`src/rtl/i3c_cmd_scheduler.sv`:
```
// i3c_cmd_scheduler
//
// Fetches one 5-byte command descriptor from the register file on a host
// start pulse, decodes it, then sequences the engines in order:
// ENTHDR broadcast (SDR engine) -> transaction (SDR / HDR-DDR / CCC) ->
// optional HDR exit pattern + STOP.
//
// Ports
//   i_sdr_clk, i_sdr_rst_n         clock, asynchronous active-low reset
//   i_start, i_base_addr           start pulse and descriptor base address
//   o_regf_rd_en, o_regf_addr,
//   i_regf_data                    register-file read port (1-cycle latency)
//   o_sdr_enable / i_sdr_done      SDR engine handshake
//   o_ddr_enable / i_ddr_done      HDR-DDR engine handshake
//   o_ccc_enable / i_ccc_done      CCC block handshake
//   o_exit_req   / i_exit_done     HDR exit pattern + STOP handshake
//   o_tid .. o_def_byte            decoded descriptor fields
//   o_hdr_active                   bus currently in HDR mode
//   o_busy, o_cmd_done, o_error,
//   o_err_code                     status (01 attr, 10 timeout, 11 mode)

module i3c_cmd_scheduler #(
  parameter int TIMEOUT_CYCLES = 65535
) (
  input  logic        i_sdr_clk,
  input  logic        i_sdr_rst_n,
  input  logic        i_start,
  input  logic [11:0] i_base_addr,
  output logic        o_regf_rd_en,
  output logic [11:0] o_regf_addr,
  input  logic [7:0]  i_regf_data,
  output logic        o_sdr_enable,
  input  logic        i_sdr_done,
  output logic        o_ddr_enable,
  input  logic        i_ddr_done,
  output logic        o_ccc_enable,
  input  logic        i_ccc_done,
  output logic        o_exit_req,
  input  logic        i_exit_done,
  output logic [3:0]  o_tid,
  output logic [7:0]  o_cmd,
  output logic        o_cp,
  output logic [4:0]  o_dev_index,
  output logic [2:0]  o_dtt,
  output logic [2:0]  o_mode,
  output logic        o_toc,
  output logic        o_wroc,
  output logic        o_rnw,
  output logic [7:0]  o_def_byte,
  output logic        o_hdr_active,
  output logic        o_busy,
  output logic        o_cmd_done,
  output logic        o_error,
  output logic [1:0]  o_err_code
);

  typedef enum logic [2:0] {
    IDLE, FETCH, DECODE, ENTHDR, XFER, EXIT, DONE, ERROR
  } state_t;

  typedef struct packed {
    logic [2:0] attr;
    logic [3:0] tid;
    logic [7:0] cmd;
    logic       cp;
    logic [4:0] dev_index;
    logic [2:0] dtt;
    logic [2:0] mode;
    logic       toc;
    logic       wroc;
    logic       rnw;
    logic [7:0] def_byte;
  } desc_t;

  // Last counter value before the wait is declared timed out; a wait state
  // therefore lasts at most TIMEOUT_CYCLES cycles.
  localparam logic [15:0] TMO_LAST = 16'(TIMEOUT_CYCLES - 1);
  localparam logic [2:0]  MODE_SDR = 3'd0;
  localparam logic [2:0]  MODE_DDR = 3'd6;

  state_t      state_reg, state_next;
  desc_t       desc_reg, desc_next;
  logic [2:0]  idx_reg, idx_next;
  logic        rd_en_reg, rd_en_next;
  logic [11:0] addr_reg, addr_next;
  logic [15:0] tmo_reg, tmo_next;
  logic [1:0]  err_code_reg, err_code_next;
  logic        hdr_reg, hdr_next;
  logic        sdr_en_reg, sdr_en_next;
  logic        ddr_en_reg, ddr_en_next;
  logic        ccc_en_reg, ccc_en_next;
  logic        exit_reg, exit_next;
  logic        cmd_done_reg, cmd_done_next;
  logic        error_reg, error_next;
  logic        wait_done;

  // Done input that matters in the current wait state; all others are ignored.
  always_comb begin
    wait_done = 1'b0;
    case (state_reg)
      ENTHDR: wait_done = i_sdr_done;
      XFER: begin
        if (desc_reg.cp)                    wait_done = i_ccc_done;
        else if (desc_reg.mode == MODE_DDR) wait_done = i_ddr_done;
        else                                wait_done = i_sdr_done;
      end
      EXIT:    wait_done = i_exit_done;
      default: wait_done = 1'b0;
    endcase
  end

  always_comb begin
    state_next    = state_reg;
    desc_next     = desc_reg;
    idx_next      = idx_reg;
    rd_en_next    = 1'b0;
    addr_next     = addr_reg;
    tmo_next      = '0;
    err_code_next = err_code_reg;
    hdr_next      = hdr_reg;

    case (state_reg)
      IDLE: begin
        if (i_start) begin
          state_next    = FETCH;
          rd_en_next    = 1'b1;
          addr_next     = i_base_addr;
          idx_next      = 3'd0;
          err_code_next = 2'b00;
        end
      end

      // idx_reg counts FETCH cycles 0..5: strobes go out in cycles 0..4,
      // byte k arrives in cycle k+1.
      FETCH: begin
        idx_next = idx_reg + 3'd1;
        if (idx_reg < 3'd4) begin
          rd_en_next = 1'b1;
          addr_next  = addr_reg + 12'd1;
        end
        case (idx_reg)
          3'd1: {desc_next.cmd[0], desc_next.tid, desc_next.attr} = i_regf_data;
          3'd2: {desc_next.cp, desc_next.cmd[7:1]} = i_regf_data;
          3'd3: begin
            desc_next.dtt[0]    = i_regf_data[7];
            desc_next.dev_index = i_regf_data[4:0];
          end
          3'd4: {desc_next.toc, desc_next.wroc, desc_next.rnw,
                 desc_next.mode, desc_next.dtt[2:1]} = i_regf_data;
          3'd5: desc_next.def_byte = i_regf_data;
          default: ;
        endcase
        if (idx_reg == 3'd5) state_next = DECODE;
      end

      DECODE: begin
        if (desc_reg.attr != 3'b000) begin
          state_next    = ERROR;
          err_code_next = 2'b01;
        end else if (desc_reg.mode == MODE_DDR) begin
          // Already in HDR: no repeated ENTHDR broadcast.
          state_next = hdr_reg ? XFER : ENTHDR;
        end else if (desc_reg.mode == MODE_SDR && !hdr_reg) begin
          state_next = XFER;
        end else begin
          state_next    = ERROR;
          err_code_next = 2'b11;
        end
      end

      // A done in the same cycle as the timeout takes precedence.
      ENTHDR, XFER, EXIT: begin
        if (wait_done) begin
          case (state_reg)
            ENTHDR: begin
              state_next = XFER;
              hdr_next   = 1'b1;
            end
            XFER: state_next = (desc_reg.mode == MODE_DDR && desc_reg.toc) ? EXIT : DONE;
            default: begin
              state_next = DONE;
              hdr_next   = 1'b0;
            end
          endcase
        end else if (tmo_reg == TMO_LAST) begin
          state_next    = ERROR;
          err_code_next = 2'b10;
        end else begin
          tmo_next = tmo_reg + 16'd1;
        end
      end

      DONE:    state_next = IDLE;
      ERROR:   state_next = IDLE;
      default: state_next = IDLE;
    endcase

    if (state_next == ERROR) hdr_next = 1'b0;

    // Registered handshakes derived from the state being entered, so an
    // enable drops and its successor rises in the same cycle.
    sdr_en_next   = (state_next == ENTHDR) ||
                    (state_next == XFER && !desc_reg.cp && desc_reg.mode == MODE_SDR);
    ddr_en_next   = (state_next == XFER && !desc_reg.cp && desc_reg.mode == MODE_DDR);
    ccc_en_next   = (state_next == XFER && desc_reg.cp);
    exit_next     = (state_next == EXIT);
    cmd_done_next = (state_next == DONE);
    error_next    = (state_next == ERROR);
  end

  always_ff @(posedge i_sdr_clk or negedge i_sdr_rst_n) begin
    if (!i_sdr_rst_n) begin
      state_reg    <= IDLE;
      desc_reg     <= '0;
      idx_reg      <= '0;
      rd_en_reg    <= 1'b0;
      addr_reg     <= '0;
      tmo_reg      <= '0;
      err_code_reg <= '0;
      hdr_reg      <= 1'b0;
      sdr_en_reg   <= 1'b0;
      ddr_en_reg   <= 1'b0;
      ccc_en_reg   <= 1'b0;
      exit_reg     <= 1'b0;
      cmd_done_reg <= 1'b0;
      error_reg    <= 1'b0;
    end else begin
      state_reg    <= state_next;
      desc_reg     <= desc_next;
      idx_reg      <= idx_next;
      rd_en_reg    <= rd_en_next;
      addr_reg     <= addr_next;
      tmo_reg      <= tmo_next;
      err_code_reg <= err_code_next;
      hdr_reg      <= hdr_next;
      sdr_en_reg   <= sdr_en_next;
      ddr_en_reg   <= ddr_en_next;
      ccc_en_reg   <= ccc_en_next;
      exit_reg     <= exit_next;
      cmd_done_reg <= cmd_done_next;
      error_reg    <= error_next;
    end
  end

  assign o_regf_rd_en = rd_en_reg;
  assign o_regf_addr  = addr_reg;
  assign o_sdr_enable = sdr_en_reg;
  assign o_ddr_enable = ddr_en_reg;
  assign o_ccc_enable = ccc_en_reg;
  assign o_exit_req   = exit_reg;
  assign o_tid        = desc_reg.tid;
  assign o_cmd        = desc_reg.cmd;
  assign o_cp         = desc_reg.cp;
  assign o_dev_index  = desc_reg.dev_index;
  assign o_dtt        = desc_reg.dtt;
  assign o_mode       = desc_reg.mode;
  assign o_toc        = desc_reg.toc;
  assign o_wroc       = desc_reg.wroc;
  assign o_rnw        = desc_reg.rnw;
  assign o_def_byte   = desc_reg.def_byte;
  assign o_hdr_active = hdr_reg;
  assign o_busy       = (state_reg != IDLE);
  assign o_cmd_done   = cmd_done_reg;
  assign o_error      = error_reg;
  assign o_err_code   = err_code_reg;

endmodule

```
`config.mk`:
```
export PLATFORM = sky130hd
export DESIGN_NAME = i3c_cmd_scheduler
export DESIGN_NICKNAME = d
export VERILOG_FILES = /design/src/rtl/i3c_cmd_scheduler.sv
export SDC_FILE = /design/constraint.sdc
export NUM_CORES = 1
export LEC_CHECK = 0
export CAP_MARGIN = 20
export CORE_MARGIN = 2
export CORE_UTILIZATION = 45
export CTS_BUF_LIST = sky130_fd_sc_hd__clkbuf_8 sky130_fd_sc_hd__clkbuf_16
export DETAILED_ROUTE_END_ITERATION = 8
export PLACE_DENSITY = 0.79
export REMOVE_ABC_BUFFERS = 1
export SYNTH_ARGS = -nofsm -noshare
export SYNTH_HDL_FRONTEND = slang
export SYNTH_SLANG_ARGS = --single-unit
```
`constraint.sdc`:
```
create_clock -name i_sdr_clk -period 2 [get_ports i_sdr_clk]
set_clock_uncertainty 0.15 [all_clocks]
set_input_delay 0.2 -clock i_sdr_clk [delete_from_list [all_inputs] [get_ports i_sdr_clk]]
set_output_delay 0.2 -clock i_sdr_clk [all_outputs]
set_load 0.05 [all_outputs]
```
==> flow_summary_export.csv, run 1 <==
group,metric,value,unit
setup_path,r2r.worst_path.cells,9,
setup_path,critPathKind,"reg -> reg",
clocking,htree_levels,3,
yosys,yosysMostFrequentCell,"dfrtp_1",
setup_path,critPathBufInv,2,
placement,hpwl,6910,um
setup_path,cp_num_cells,9,
drt,drc,0,
yosys,synth_xor_area_share,2.94,%
yosys,ys_seq_elements,82,
yosys,synth-edff-count,0,
clocking,path_clk_slew,0.09,ns
timing,fmax,468,MHz
timing,worst_slack,-0.136,ns
placement,dpl.cell_count,572,
yosys,synthFlopType,"dfrtp_1",
finish,postLayoutCellArea,0.00556,sq mm
placement,portBuffers,84,
global_routing,grt_util_met2,33.5,%
yosys,synthTopCellsByCount,"dfrtp_1 (82), mux2_2 (39), nor2_1 (38)",
clocking,cts_buffer_depth,2,
finish,drive_above_1_share,29.7,%
timing,worst_hold_slack,0.249,ns
timing,maxSlewHeadroom,58.6,%
finish,final_nets,512,
setup_path,rrSetupSlack,-0.14,ns
clocking,clock-root-buffer,"clkbuf_8",
global_routing,use_met3,4.39,%
drt,first_pass_iters,4,
timing,grt_setup_unrepaired,"true",
floorplan,dieWidth,100,um
timing,finalCritPeriodShare,107,%
yosys,ys_seq_area_share,49.1,%
global_routing,busiest_layer,"met2",
floorplan,placementRows,35,
setup_path,r2r_start,"tmo_reg[0]",
floorplan,ioPinCount,85,
setup_path,cp_max_fo,4,
power_and_ir_drop,power_density,1850,mW/mm^2
drt,wl,10000,um
yosys,synth_fa_ha_area_share,2.40,%
clocking,numCtsBuffers,9,
finish,syn_to_final_growth,33.2,%
worst_hold_path,worstHoldPathType,"in -> async",
yosys,synth-compound-area-share,9.95,%
finish,n_antenna_cell,0,
global_routing,grt_first_pass_wirelength,16000,um
yosys,synthMuxAreaShare,11.2,%
setup_path,max_stage_delay,0.39,ns
global_routing,grt-ovfl-total,0,
placement,dp_slack,-0.143,ns
setup_path,worstSetupStartpointType,"flop",
drt,routed_via_density,5.42,
run,maxCapViolCount,0,
setup_path,worstPathArrival,2.21,ns
drt,vias,3217,
setup_path,end_kind,"flop",
yosys,synthArstFlopShare,100,%
run_status,violations,"setup timing",
setup_path,cp_slowest_cell,"dfrtp_1",
power_and_ir_drop,max-vdd-ir-drop,0.00104,V
floorplan,initial_core_util,45.9,%
floorplan,coreArea,0.00911,sq mm
yosys,syn_area_per_cell,10.9,sq um
finish,largest_reg_flops,16,
yosys,synth_cell_types,62,
yosys,synth_top_area_share,49.1,%
clocking,clk_latency,0.35,ns
placement,postPlaceCellArea,0.00514,sq mm
global_routing,track_usage,20.2,%
timing,setup_violations,8,
yosys,synthTopCellsByArea,"dfrtp_1 (49%), mux2_2 (11%), buf_4 (5.8%), nor2_1 (3.4%), a21oi_1 (2.6%)",
global_routing,grt_util_met1,26.3,%
yosys,yosysTopAreaCell,"dfrtp_1",
yosys,synthSimpleGateAreaFrac,16.0,%
floorplan,fp.dieH,100,um
timing,hold_viol_final,0,
clocking,tritoncts,"built",
floorplan,die_area,0.0101,sq mm
setup_path,path_cells,"inv_1 -> ha_1 -> nand4_1 -> nor4_4 -> buf_4 -> o2bb2ai_1 -> o211ai_2 -> nand2b_4 -> o22ai_1",
run_status,status,"finished with violations",
clocking,cts.sinks,82,
yosys,netlist_area,0.00418,sq mm
global_routing,first_global_vias,3266,
yosys,yosysWarnings,0,
drt,drt_iter0_markers,169,
setup_path,crit_family,"simple AND/OR/NAND/NOR gates",
drt,wire_per_inst,16.9,um
finish,final_cells,593,
finish,fin_util,61.1,%
global_routing,grt_max_degree,48,
placement,gp_congestion,0.912,
drt,ant_nets,0,
power_and_ir_drop,p_leak,2.47,nW
timing,drv_slew,0,
timing,setup_tns,-0.747,ns
setup_path,reg2reg_to,"o_sdr_enable",
power_and_ir_drop,finalPower,10.3,mW
setup_path,worstPathRequired,2.07,ns
global_routing,antenna_found_initial,0,
yosys,postSynthCellCount,384,
timing,min_period,2.14,ns
yosys,synth_top_family_by_area,"simple AND/OR/NAND/NOR gates",
timing,worst_pin_slew,0.621,ns
-- cell usage in the layout, fill, tap and decap left out, types with 3 or more instances in the layout --
| cell | n |
|---|---|
| a21oi_1 | 20 |
| and3_1 | 7 |
| buf_4 | 45 |
| buf_6 | 3 |
| clkbuf_8 | 9 |
| clkdlybuf4s50_1 | 70 |
| dfrtp_1 | 82 |
| dlygate4sd2_1 | 3 |
| dlymetal6s2s_1 | 5 |
| ha_1 | 8 |
| inv_1 | 9 |
| inv_6 | 3 |
| mux2_2 | 39 |
| nand2_1 | 21 |
| nand3_1 | 14 |
| nand4_1 | 7 |
| nor2_1 | 38 |
| nor2_2 | 3 |
| o21ai_0 | 12 |
| o22ai_1 | 5 |
| xnor2_1 | 3 |
| xor2_1 | 11 |
-- how the worst max path moves through the flow --
stage                       startpoint             to  slack, ns
final                       tmo_reg[0]   o_sdr_enable      -0.14
after global routing        tmo_reg[0]   o_sdr_enable      -0.25
after CTS                    o_mode[2]   o_sdr_enable      -0.05
after detailed placement    i_sdr_done   o_ddr_enable      -0.14
after global placement    desc_reg[36]  o_err_code[0]      -0.06
after floorplan           state_reg[0]   o_sdr_enable      -0.92
-- where the power goes --
| part | switching [mW] | total (mW) | internal, mW |
|---|---|---|---|
| clock network | 0.671 | 1.40 | 0.728 |
| logic | 3.77 | 6.08 | 2.31 |
| registers | 0.512 | 2.82 | 2.31 |
-- logic make-up (layout without fill, tap and decap cells) --
| kind of cell | after synthesis | in the layout |
|---|---|---|
| buffers and inverters | 56 | 154 |
| adder cells (fa/ha/maj) | 8 | 8 |
| AO/OA/AOI/OAI | 60 | 60 |
| multiplexers | 41 | 41 |
| flip-flops | 82 | 82 |
| AND/OR/NAND/NOR | 123 | 123 |
| XOR/XNOR | 14 | 14 |
-- final cells by class --
type,instances,area [sq um]
Multi-Input combinational cell,246,1910
Sequential cell,82,2050
Inverter,10,40.0
Clock inverter,7,106
Fill cell,727,3550
Clock buffer,9,124
Tap cell,111,139
Timing Repair Buffer,128,1190
-- worst register-to-register path, cell delays in order, from the launching register on --
cell,delay [ns]
dfrtp_1,0.39
inv_1,0.06
ha_1,0.15
nand4_1,0.14
nor4_4,0.34
buf_4,0.18
o2bb2ai_1,0.08
o211ai_2,0.23
nand2b_4,0.21
o22ai_1,0.08
-- repair_timing --
action,in CTS,in global routing
endpoints found under the setup margin,17,33
resized for setup,17,20
hold buffers,1,0
buffers inserted,0,4
endpoints found under the hold margin,44,0
pin swaps,4,3
-- layer usage --
metal  wire length (um)  up-vias  part of all wire (%)
li1                   -     1507                     -
met1               4350     1622                    43
met2               5180       78                    52
met3                404       10                   4.0
met4                 85        0                  0.85
met5                  0        -                     0
Note: power is estimated with default switching activity, not from simulation.
==> run 2: changes to the inputs <==
- SKIP_LAST_GASP: unset -> 1
==> run 2 against run 1 <==
  * Core utilization decreased by 0.069 points
  * Design area decreased by 0.11%
  * Critical path depth unchanged
  * The run still ends with setup timing left
  * Register-to-register slack about the same
  * Sequential cell count unchanged
  * Clock-buffer cell count unchanged
==> flow_summary_export.csv, run 2 (synthesis gave the netlist of run 1 again) <==
group,metric,value,unit
global_routing,grt-ovfl-total,0,
clocking,clock-root-buffer,"clkbuf_8",
finish,largest_reg_flops,16,
finish,final_nets,512,
finish,syn_to_final_growth,33.0,%
placement,gp_congestion,0.912,
timing,fmax,467,MHz
global_routing,grt_util_met1,26.5,%
timing,finalCritPeriodShare,107,%
placement,portBuffers,84,
floorplan,ioPinCount,85,
global_routing,first_global_vias,3267,
setup_path,worstPathRequired,2.08,ns
setup_path,cp_max_fo,4,
global_routing,grt_first_pass_wirelength,16000,um
drt,drt_iter0_markers,161,
global_routing,busiest_layer,"met2",
finish,final_cell_mix,"dfrtp_1 (82), clkdlybuf4s50_1 (70), buf_4 (45)",
setup_path,end_kind,"flop",
run_status,status,"finished with violations",
run_status,violations,"setup timing",
setup_path,r2r_start,"tmo_reg[0]",
floorplan,initial_core_util,45.9,%
clocking,cts_buffer_depth,2,
timing,setup_violations,8,
finish,n_antenna_cell,0,
global_routing,grt_max_degree,48,
timing,drv_slew,0,
clocking,numCtsBuffers,9,
worst_hold_path,worstHoldPathType,"in -> async",
timing,grt_setup_unrepaired,"true",
timing,hold_viol_final,0,
setup_path,worstPathArrival,2.22,ns
floorplan,fp.dieH,100,um
global_routing,track_usage,20.2,%
clocking,tritoncts,"built",
drt,wire_per_inst,16.8,um
power_and_ir_drop,max-vdd-ir-drop,0.00104,V
finish,fillers,730,
drt,wl,9990,um
floorplan,dieWidth,100,um
placement,hpwl,6910,um
drt,drc,0,
drt,first_pass_iters,5,
clocking,cts.sinks,82,
finish,final_cells,593,
drt,routed_via_density,5.42,
floorplan,die_area,0.0101,sq mm
setup_path,critPathKind,"reg -> reg",
timing,worst_slack,-0.142,ns
finish,layout_commonest_cell,"dfrtp_1",
power_and_ir_drop,power_density,1850,mW/mm^2
power_and_ir_drop,p_leak,2.48,nW
timing,worst_pin_slew,0.626,ns
timing,min_period,2.14,ns
clocking,htree_levels,3,
finish,fin_util,61.0,%
global_routing,use_met3,4.18,%
floorplan,placementRows,35,
clocking,clk_latency,0.36,ns
drt,vias,3214,
setup_path,critPathLaunch,"tmo_reg[0]",
global_routing,antenna_found_initial,0,
setup_path,worstSetupStartpointType,"flop",
placement,dpl.cell_count,572,
drt,ant_nets,0,
timing,maxSlewHeadroom,58.3,%
run,maxCapViolCount,0,
finish,drive_above_1_share,29.3,%
floorplan,coreArea,0.00911,sq mm
clocking,path_clk_slew,0.09,ns
global_routing,grt_util_met2,33.5,%
==> run 2: changes by cell type in the layout (fill, tap and decap cells not counted) <==
cell	change
dlymetal6s2s_1	+1
a21boi_2	-1
a2bb2oi_2	-1
dlygate4sd2_1	-1
a2bb2oi_1	+1
a21boi_1	+1
==> run 2: critical path, stage by stage (launching register included) <==
cell	delay, ns
dfrtp_1	0.39
inv_1	0.06
ha_1	0.15
nand4_1	0.14
nor4_4	0.34
buf_4	0.18
o2bb2ai_1	0.08
o211ai_2	0.23
nand2b_4	0.22
o22ai_1	0.08
==> run 2: cell type report <==
type	count	area, sq um	share of cell area, %
Sequential cell	82	2050	36.9
Clock inverter	7	106	1.91
Tap cell	111	139	2.50
Timing Repair Buffer	128	1190	21.5
Multi-Input combinational cell	246	1900	34.2
Inverter	10	40.0	0.721
Clock buffer	9	124	2.23
==> run 2: worst paths after layout <==
kind                                   to  cells after the start  slack (ns)
max                          o_sdr_enable                      9       -0.14
min                        o_regf_addr[0]                      2        0.25
max reg2reg                  o_sdr_enable                      9       -0.14
min reg2reg                      o_cmd[6]                      1        0.36
max in group asynchronous        o_cmd[5]                      3        0.88
min in group i_sdr_clk     o_regf_addr[0]                      3        0.26
==> run 2: metal layers <==
layer  vias up  part of all wire [%]
li1       1507                     -
met1      1615                    44
met2        80                    51
met3        12                   3.9
met4         0                   1.1
met5         -                     0
==> run 2: timing repair <==
action / CTS / global route
endpoints found under the setup margin: 17 / 42
hold endpoints to repair: 44 / 0
hold buffers: 1 / 0
gates resized for setup: 14 / 21
cloned: 0 / 0
pin swaps: 3 / 5
buffers inserted: 0 / 4
==> run 2: stage by stage <==
stage / total power [mW] / instance area (sq um) / setup WS (ns) / hold WS [ns] / TNS (ns)
3_3_place_gp: 8.38 / 5140 / -0.0575 / 0.105 / -0.184
4_1_cts: 10.1 / 5450 / -0.0618 / 0.245 / -0.247
2_1_floorplan: 6.45 / 3860 / -0.917 / -0.246 / -31.54
3_5_place_dp: 8.53 / 5140 / -0.143 / 0.118 / -0.616
5_1_grt: 10.8 / 5560 / -0.259 / 0.274 / -1.83
6_report: 10.3 / 5560 / -0.142 / 0.247 / -0.746
==> run 2: report_power, final <==
| part | switching, mW | internal, mW | total, mW |
|---|---|---|---|
| sequential | 0.509 | 2.31 | 2.82 |
| clock | 0.673 | 0.728 | 1.40 |
| combinational | 3.76 | 2.30 | 6.06 |
==> run 3: changes to the inputs <==
--- a/constraint.sdc
+++ b/constraint.sdc
@@ -4,2 +4,2 @@
 set_output_delay 0.2 -clock i_sdr_clk [all_outputs]
-set_load 0.05 [all_outputs]
+set_load 0.02 [all_outputs]
==> run 3 against run 2 <==
  * The flow still finishes with violations (setup timing)
  * Critical path depth unchanged
  * Sequential power about the same
  * Die area unchanged
  * Register-to-register slack better by 0.07 ns
  * Via count up 1.6%
  * Maximum frequency up 3.3%
  * Wire length down 1.0%
  * Power down 12%
  * Core utilization up 0.32 points
  * Worst hold slack worse by 0.11 ns
  * Setup slack better by 0.068 ns
  * Combinational power down 16%
  * Critical path type unchanged
  * Highest routed layer unchanged
==> flow_summary_export.csv, run 3 (synthesis gave the netlist of run 1 again) <==
group,metric,value,unit
timing,finalCritPeriodShare,104,%
setup_path,worstSetupStartpointType,"flop",
setup_path,critPathKind,"reg -> reg",
finish,largest_reg_flops,16,
timing,min_period,2.07,ns
placement,portBuffers,84,
setup_path,r2r.worst_path.cells,9,
floorplan,ioPinCount,85,
setup_path,cp_max_fo,6,
finish,syn_to_final_growth,33.7,%
floorplan,fp.dieH,100,um
finish,layout_commonest_cell,"dfrtp_1",
run_status,status,"finished with violations",
finish,final_nets,521,
setup_path,end_kind,"flop",
power_and_ir_drop,max-vdd-ir-drop,0.000726,V
clocking,tritoncts,"built",
run,maxCapViolCount,0,
setup_path,cp_slowest_cell,"dfrtp_1",
timing,worst_pin_slew,0.388,ns
timing,setup_violations,7,
timing,worst_hold_slack,0.136,ns
global_routing,track_usage,20.0,%
setup_path,rrSetupSlack,-0.07,ns
setup_path,worstPathArrival,2.18,ns
run_status,violations,"setup timing",
power_and_ir_drop,p_leak,2.45,nW
worst_hold_path,worstHoldPathType,"in -> async",
clocking,cts.sinks,82,
placement,dp_slack,-0.135,ns
clocking,clk_latency,0.36,ns
floorplan,die_area,0.0101,sq mm
timing,hold_viol_final,0,
clocking,htree_levels,3,
timing,drv_slew,0,
power_and_ir_drop,power_density,1630,mW/mm^2
drt,wire_per_inst,16.4,um
drt,drt_iter0_markers,211,
clocking,path_clk_slew,0.09,ns
finish,drive_above_1_share,30.8,%
global_routing,first_global_vias,3215,
setup_path,reg2reg_to,"o_hdr_active",
clocking,cts_buffer_depth,2,
finish,final_cell_mix,"dfrtp_1 (82), clkdlybuf4s50_1 (81), buf_4 (50)",
global_routing,grt_max_degree,40,
drt,wl,9890,um
clocking,numCtsBuffers,9,
drt,first_pass_iters,4,
global_routing,grt-ovfl-total,0,
setup_path,path_cells,"inv_2 -> ha_1 -> nand4_1 -> nor4_4 -> buf_4 -> a211oi_2 -> o22ai_4 -> and3_4 -> nor2_2",
global_routing,grt_first_pass_wirelength,15900,um
finish,n_antenna_cell,0,
placement,hpwl,6920,um
drt,drc,0,
timing,maxSlewHeadroom,74.0,%
placement,gp_congestion,0.944,
drt,routed_via_density,5.43,
floorplan,coreArea,0.00911,sq mm
setup_path,worstPathRequired,2.11,ns
floorplan,initial_core_util,45.9,%
timing,fmax,482,MHz
timing,grt_setup_unrepaired,"true",
setup_path,r2r_start,"tmo_reg[0]",
global_routing,antenna_found_initial,0,
drt,vias,3266,
floorplan,dieWidth,100,um
floorplan,placementRows,35,
clocking,clock-root-buffer,"clkbuf_8",
timing,worst_slack,-0.0738,ns
drt,ant_nets,0,
setup_path,max_stage_delay,0.40,ns
## run 3: power breakdown
group	switching, mW	leakage [nW]	internal [mW]
Clock	0.645	0.0998	0.585
Sequential	0.485	1.03	2.31
Combinational	2.56	1.32	2.51
## run 3: how the worst max path moves through the flow
stage | from | end | slack (ns) | cells after the start
after floorplan | state_reg[0] | o_sdr_enable | -0.92 | 6
after global placement | desc_reg[36] | o_err_code[0] | -0.07 | 5
after detailed placement | i_sdr_done | o_hdr_active | -0.13 | 7
after CTS | state_reg[1] | o_busy | -0.05 | 5
after global routing | tmo_reg[0] | o_hdr_active | -0.15 | 9
final | tmo_reg[0] | o_hdr_active | -0.07 | 9
## run 3: cell type report
class | count | area (sq um)
clock buffers | 9 | 124
clock inverters | 7 | 77.6
fillers | 720 | 3520
inverters | 10 | 37.5
multi-input cells | 246 | 1900
flip-flops and latches | 82 | 2050
well taps | 111 | 139
repair buffers | 137 | 1260
## run 3: timing repair
action,CTS,global route
hold buffers,1,0
endpoints found under the hold margin,82,0
pin swaps,3,8
resized for setup,13,20
setup endpoints to repair,21,26
setup buffers,5,8
## run 3: metrics by stage
| stage | instance area (sq um) | util [%] | power, mW | setup TNS (ns) | std cells |
|---|---|---|---|---|---|
| 2_1_floorplan | 3860 | - | 5.22 | -30.24 | 338 |
| 3_3_place_gp | 5150 | 56.6 | 7.19 | -0.235 | 572 |
| 3_5_place_dp | 5150 | 56.6 | 7.34 | -0.926 | 572 |
| 4_1_cts | 5460 | 60.0 | 8.80 | -0.173 | 594 |
| 5_1_grt | 5590 | 61.3 | 9.62 | -0.784 | 602 |
| 6_report | 5590 | 61.3 | 9.09 | -0.185 | 602 |
## run 3: metal layers
metal | vias to the layer above | part of all wire, % | global-route usage (%)
li1 | 1519 | - | -
met1 | 1626 | 44 | 27.0
met2 | 111 | 50 | 32.1
met3 | 10 | 5.5 | 5.01
met4 | 0 | 1.1 | 6.01
met5 | - | 0 | 0
## run 3: critical path: cells and delay by family (launching register included)
family	cells	cell delay, ns
AOI/OAI and AO/OA	2	0.32
adders and majority gates	1	0.15
buffers and inverters	2	0.24
DFF	1	0.40
and+or+nand+nor	4	0.73
